### src/rtl/regfile_sb.sv
// Register file with load scoreboard: NREAD combinational read ports, ALU write port A,
// load-return write port B, busy tracking. Define REGFILE_BYPASS_EN for same-cycle write-to-read bypass.
module regfile_sb #(
    parameter int AWIDTH = 5,
    parameter int DWIDTH = 32,
    parameter int NREAD  = 2
) (
    input  logic                      clk,
    input  logic                      rst,
    input  logic [NREAD*AWIDTH-1:0]   raddr,
    output logic [NREAD*DWIDTH-1:0]   rdata,
    output logic [NREAD-1:0]          rbusy,
    input  logic                      wen_a,
    input  logic [AWIDTH-1:0]         waddr_a,
    input  logic [DWIDTH-1:0]         wdata_a,
    input  logic                      wen_b,
    input  logic [AWIDTH-1:0]         waddr_b,
    input  logic [DWIDTH-1:0]         wdata_b,
    input  logic                      mark_en,
    input  logic [AWIDTH-1:0]         mark_addr,
    output logic                      werr,
    output logic [AWIDTH:0]           busy_cnt
);

    localparam int unsigned DEPTH = 2 ** AWIDTH;

    logic [DWIDTH-1:0] mem [DEPTH];
    logic [DEPTH-1:0]  busy;
    logic [DEPTH-1:0]  busy_nxt;
    logic [AWIDTH:0]   cnt_nxt;
    logic              b_wr;
    logic              a_hit_b;
    logic              a_wr;
    logic              a_rej;

    // Port B owns any address it shares with port A; such an A write is dropped silently.
    always_comb begin
        b_wr    = wen_b && (waddr_b != '0);
        a_hit_b = b_wr && (waddr_a == waddr_b);
        a_wr    = wen_a && (waddr_a != '0) && !busy[waddr_a] && !a_hit_b;
        a_rej   = wen_a && (waddr_a != '0) &&  busy[waddr_a] && !a_hit_b;
    end

    // Mark is applied after the clear so a same-address mark keeps the register busy.
    always_comb begin
        busy_nxt = busy;
        if (b_wr)
            busy_nxt[waddr_b] = 1'b0;
        if (mark_en)
            busy_nxt[mark_addr] = 1'b1;
        busy_nxt[0] = 1'b0;
    end

    always_comb begin
        cnt_nxt = '0;
        for (int unsigned i = 0; i < DEPTH; i++)
            cnt_nxt = cnt_nxt + {{AWIDTH{1'b0}}, busy_nxt[AWIDTH'(i)]};
    end

    always_ff @(posedge clk) begin
        if (rst) begin
            for (int unsigned i = 0; i < DEPTH; i++)
                mem[AWIDTH'(i)] <= '0;
            busy     <= '0;
            werr     <= 1'b0;
            busy_cnt <= '0;
        end else begin
            if (a_wr)
                mem[waddr_a] <= wdata_a;
            if (b_wr)
                mem[waddr_b] <= wdata_b;
            busy     <= busy_nxt;
            werr     <= a_rej;
            busy_cnt <= cnt_nxt;
        end
    end

    for (genvar p = 0; p < NREAD; p++) begin : g_rd
        logic [AWIDTH-1:0] ra;
        logic [DWIDTH-1:0] rd;
        logic              rb;

        assign ra = raddr[p*AWIDTH +: AWIDTH];

        always_comb begin
            rd = mem[ra];
            rb = busy[ra];
`ifdef REGFILE_BYPASS_EN
            if (b_wr && (waddr_b == ra)) begin
                rd = wdata_b;
                if (!(mark_en && (mark_addr == ra)))
                    rb = 1'b0;
            end else if (a_wr && (waddr_a == ra)) begin
                rd = wdata_a;
            end
`endif
            if (ra == '0) begin
                rd = '0;
                rb = 1'b0;
            end
        end

        assign rdata[p*DWIDTH +: DWIDTH] = rd;
        assign rbusy[p]                  = rb;
    end

endmodule

### config.mk
export PLATFORM = sky130hd
export DESIGN_NAME = regfile_sb
export DESIGN_NICKNAME = d
export VERILOG_FILES = /design/src/rtl/regfile_sb.sv
export SDC_FILE = /design/constraint.sdc
export NUM_CORES = 2
export LEC_CHECK = 0
export CORE_ASPECT_RATIO = 0.5
export CORE_MARGIN = 1
export CORE_UTILIZATION = 40
export DETAILED_ROUTE_END_ITERATION = 7
export PLACE_DENSITY = 0.56
export SYNTH_ARGS = -nofsm -noshare
export SYNTH_HDL_FRONTEND = slang
export SYNTH_SLANG_ARGS = --single-unit
### constraint.sdc
create_clock -name clk -period 21.8 [get_ports clk]
set_input_delay 3.27 -clock clk [delete_from_list [all_inputs] [get_ports clk]]
set_output_delay 3.27 -clock clk [all_outputs]
set_load 0.05 [all_outputs]
---- Word level (Yosys, flattened, before mapping) ----
Memories as Yosys holds them, arrays and structs flattened.
Cells that the tools add are included.
storage, ports and cells
  bits in registers ....................... 39
  memory bits (writable) .................. 1024
  logic and storage cells ................. 93
  output and inout port bits .............. 73
  memories kept ........................... 1
cells by class
  reductions and logical operators ........ 17
  bitwise operators ....................... 3
  add/subtract/negate cells ............... 30
  magnitude comparators ................... 7
  equal/unequal tests ..................... 1
  mux-type cells .......................... 30
memory list
  memory  words  width  rd ports  clocked after memory_dff  wr ports  line  RTL
  mem     32     32     2         0                         32        27    logic [DWIDTH-1:0] mem [DEPTH];
operators with widths
  kind                number
  $mux 32             6
  $add 6x1->6         25
  $reduce_or 32->1    2
  $and 32x32->32      1
  $not 32->32         1
  $or 32x32->32       1
  $lt 5x6->1 const B  5
  $mux 1              17
  $bmux 1 s5          3
  $demux 1 s5         2
  $ge 5x1->1 const B  2
  $logic_not 5->1     2
  $mux 5              2
  $reduce_bool 5->1   2
  $logic_and 1x1->1   9
  $add 5x1->6         1
  $add 4x1->5         1
  $eq 5x5->1          1
  $add 3x1->4         1
  $add 2x1->3         1
  $add 1x1->2         1
  $logic_not 1->1     2

---- Logic depth before layout (Yosys ltp) ----
  depth in word-level cells ............... 39
  mapped depth ............................ 21
  gate-level depth less buffers ........... 20

---- Least setup slack after synthesis ----
OpenSTA, ideal clock, no wires.
  path kind ............................... input -> register
  from .................................... in waddr_a[1]
  to ...................................... mem mem[12][0], enable pin
  buffers on the path ..................... 4
  setup time .............................. 0.533 ns
  stages on the path ...................... 9
  arrival ................................. 8.621 ns
  slack ................................... 12.645 ns
  data required time ...................... 21.267 ns
  cells stage by stage .................... buf_2 > buf_2 > mux4_1 > a22oi_2 > o211a_1 > buf_2 > nand4_1 > buf_2 > o311ai_0
RTL lines
  item         line  RTL
  from (decl)  14    input logic [AWIDTH-1:0] waddr_a,
  to (decl)    27

---- Worst setup path in the final report ----
  from .................................... in raddr[1]
  to ...................................... out rdata[9]
on the way
  word-level cells in the longest chain between the ends .. 2
  elaborated cells on any way between the ends .. 3
  classes of those cells .................. mux (1); reduce/logical (1); memory (1)
RTL lines
  item                                              line  RTL
  from (decl)                                       10    input logic [NREAD*AWIDTH-1:0] raddr,
  $mem_v2 32x32 or $logic_not 5->1 (tied branches)  -
  $mux 32 *                                         97    if (ra == '0) begin
  to (decl)                                         11    output logic [NREAD*DWIDTH-1:0] rdata,
Mark *: on every way between the ends. The rest lies on a longest branch, timed or not.

==> results_dict.tcl <==
set metrics [dict create \
    status "complete, no violations" \
    yosys.area.top_type "edfxtp_1" \
    cts_buffers 108 \
    synth_flop_cell "edfxtp_1" \
    synth.cells.most_frequent "nand2_1, edfxtp_1, o21ai_0, mux4_2, clkbuf_1" \
    period_share 0.5100 \
    drive_gt1_frac 0.2205 \
    p_switching_mw 1.427 \
    cts_tree "done" \
    clkLatencyLatePin_ns 0.77 \
    placed_cells 6770 \
    utilization 0.4500 \
    grt_pass1_wl_um 369300 \
    drtIter0Drc 8665 \
    power.density_mw_per_mm2 74.08 \
    finalSetupTns_ns 0 \
    nets 4944 \
    synth_top_area_share 0.4991 \
    htree_levels 3 \
    ys_async_sr_fraction 0 \
    clockBufferDepth 3 \
    dr.pass1.iters 7 \
    post_cts_buffers 0 \
    fmax_mhz 89.95 \
    drv_cap 0 \
    p_total_mw 5.077 \
    hold_ws_ns 0.5764 \
    track_usage 0.3417 \
    synth.distinct_cells 60 \
    die-area_mm2 0.1557 \
    portBuffers 166 \
    slew_headroom 0.06869 \
    dieHeight_um 279.5 \
    netlist_instances 4898 \
    pre_cts_slack_ns 10.78 \
    coreArea_mm2 0.1523 \
    cts_hold_buf 0 \
    pwr-share-comb 0.161 \
    final_cell_area_mm2 0.06853 \
    wirelength_um 267600 \
    start_util 0.4046 \
    crit_fanout 91 \
    internal_power_mw 3.650 \
    p_clk_frac 0.360 \
    placed_area_mm2 0.06525 \
    cts_root_buffer "clkbuf_16" \
    antenna_left 0 \
    ys_ff_latch 1062 \
    vias 48420 \
    worstSetupEndpointType "output pin" \
    drcViolationCount 0 \
    synth_edf_count 1024 \
    peakVddDrop_uv 67.25 \
    netlist_area_mm2 0.06161 \
    postCtsResizedCells 0 \
    crit_type "input port to output pin" \
    syn-mean-instance-area_um2 12.58 \
    power.leakage_nw 21.18 \
    antenna_found_initial 6 \
    wl_per_cell_um 38.38 \
    seq_power_share 0.478 \
    die_w_um 557.0 \
    hp-class "register to register" \
    setup_violations 0 \
    start_kind "input port" \
    grt_pass1_vias 46830 \
    seq_area_frac_synth 0.5114 \
    dp_hpwl_um 143300 \
    gr-total-overflow 0 \
    cts_sinks 1062 \
    syn_to_final_growth_pct 11.22 \
    rows 101 \
    fin_ws_ns 10.68 \
    worstMarginPinSlew_ns 1.397 \
    final_hold_viol_count 0 \
    path_clk_slew_ns 0.06 \
    synth_area_leaders "edfxtp_1, mux4_2, nand2_1" \
    crit_required_ns 18.53 \
    period_needed_ns 11.12 \
    grt_max_degree 92 \
    fin_skew_ns 0.04558 \
    gp_congestion 0.8735 \
    yosys_warnings 0 \
    synth_most_common_cell "nand2_1" \
    switching_share 0.2811 \
    io_pins 167 \
    via_per_inst 6.943 \
    drv_slew 0 \
    arrival_ns 7.85 \
    rsz0062_at_grt "false" \
    instances_no_fill 6973 \
]
## power by group through the flow
stage	clock network, mW	registers [mW]	logic, mW
2_1_floorplan	0	2.45	0.502
3_3_place_gp	0	2.46	0.793
3_5_place_dp	0	2.47	0.799
4_1_cts	1.83	2.42	0.801
5_1_grt	1.89	2.44	0.834
6_report	1.83	2.43	0.820
## kinds of logic after synthesis
family                     Yosys count  synth area share
xor gates and xnor gates             7         0.0009951
muxes                              672            0.2442
DFF                               1062            0.5114
and+or+nand+nor                   1367           0.08815
adders and majority gates           30          0.008894
buffers and inverters              617           0.04061
other                                1        0.00006086
AOI/OAI and AO/OA                 1142            0.1057
## sequential cells by signal, summed over array words and instances (netlist names)
name      flops
busy_cnt      6
busy         31
mem        1024
werr          1
## worst max-delay path, stage by stage
cell and delay, ns:
buf_8 0.59, buf_4 0.92, buf_4 0.74, mux4_2 0.34, mux4_2 0.24, inv_1 0.04
o21ai_0 0.55, clkdlybuf4s50_1 0.94
## path summary, 6_finish.rpt
check             cells past startpoint                      to                start  slack [ns]
setup reg to reg                     14  busy_cnt[4]$_SDFF_PP0_  busy[28]$_SDFF_PP0_       16.35
setup / recovery                      8                rdata[9]             raddr[1]       10.68
hold reg to reg                       2     busy[29]$_SDFF_PP0_  busy[29]$_SDFF_PP0_        0.58
hold / removal                        2     busy[29]$_SDFF_PP0_  busy[29]$_SDFF_PP0_        0.58
## cell type report
cell class              instances  area [um^2]
fillers                     13580        83750
flip-flops and latches       1062        31510
multi-input cells            3250        28080
clock buffers                 138         2879
repair buffers                305         2739
well taps                    2060         2577
clock inverters                58        381.6
inverters                      93        349.1
diodes                          7        17.52
## metal layers
| layer | part of all wire | wire length [um] | global-route usage | vias up |
|---|---|---|---|---|
| met5 | 0 | 0 | 0 | - |
| met1 | 0.35 | 92420 | 0.4496 | 24440 |
| met4 | 0.065 | 17300 | 0.1865 | 0 |
| met3 | 0.16 | 41800 | 0.1041 | 947 |
| li1 | - | - | - | 18580 |
| met2 | 0.43 | 116100 | 0.5071 | 4442 |
## cells in the final DEF, fill, tap and decap left out, types with 36 or more instances in the layout
master,netlist,layout
o21ai_0,844,844
dfxtp_1,38,38
buf_4,2,139
nand2_1,1215,1215
o21ai_2,70,70
a22o_1,36,36
o21ai_1,38,38
inv_1,92,92
o31ai_1,86,85
mux4_2,663,663
clkbuf_16,0,111
clkdlybuf4s50_1,0,155
edfxtp_1,1024,1024
Power figures use the tool's default switching activity.
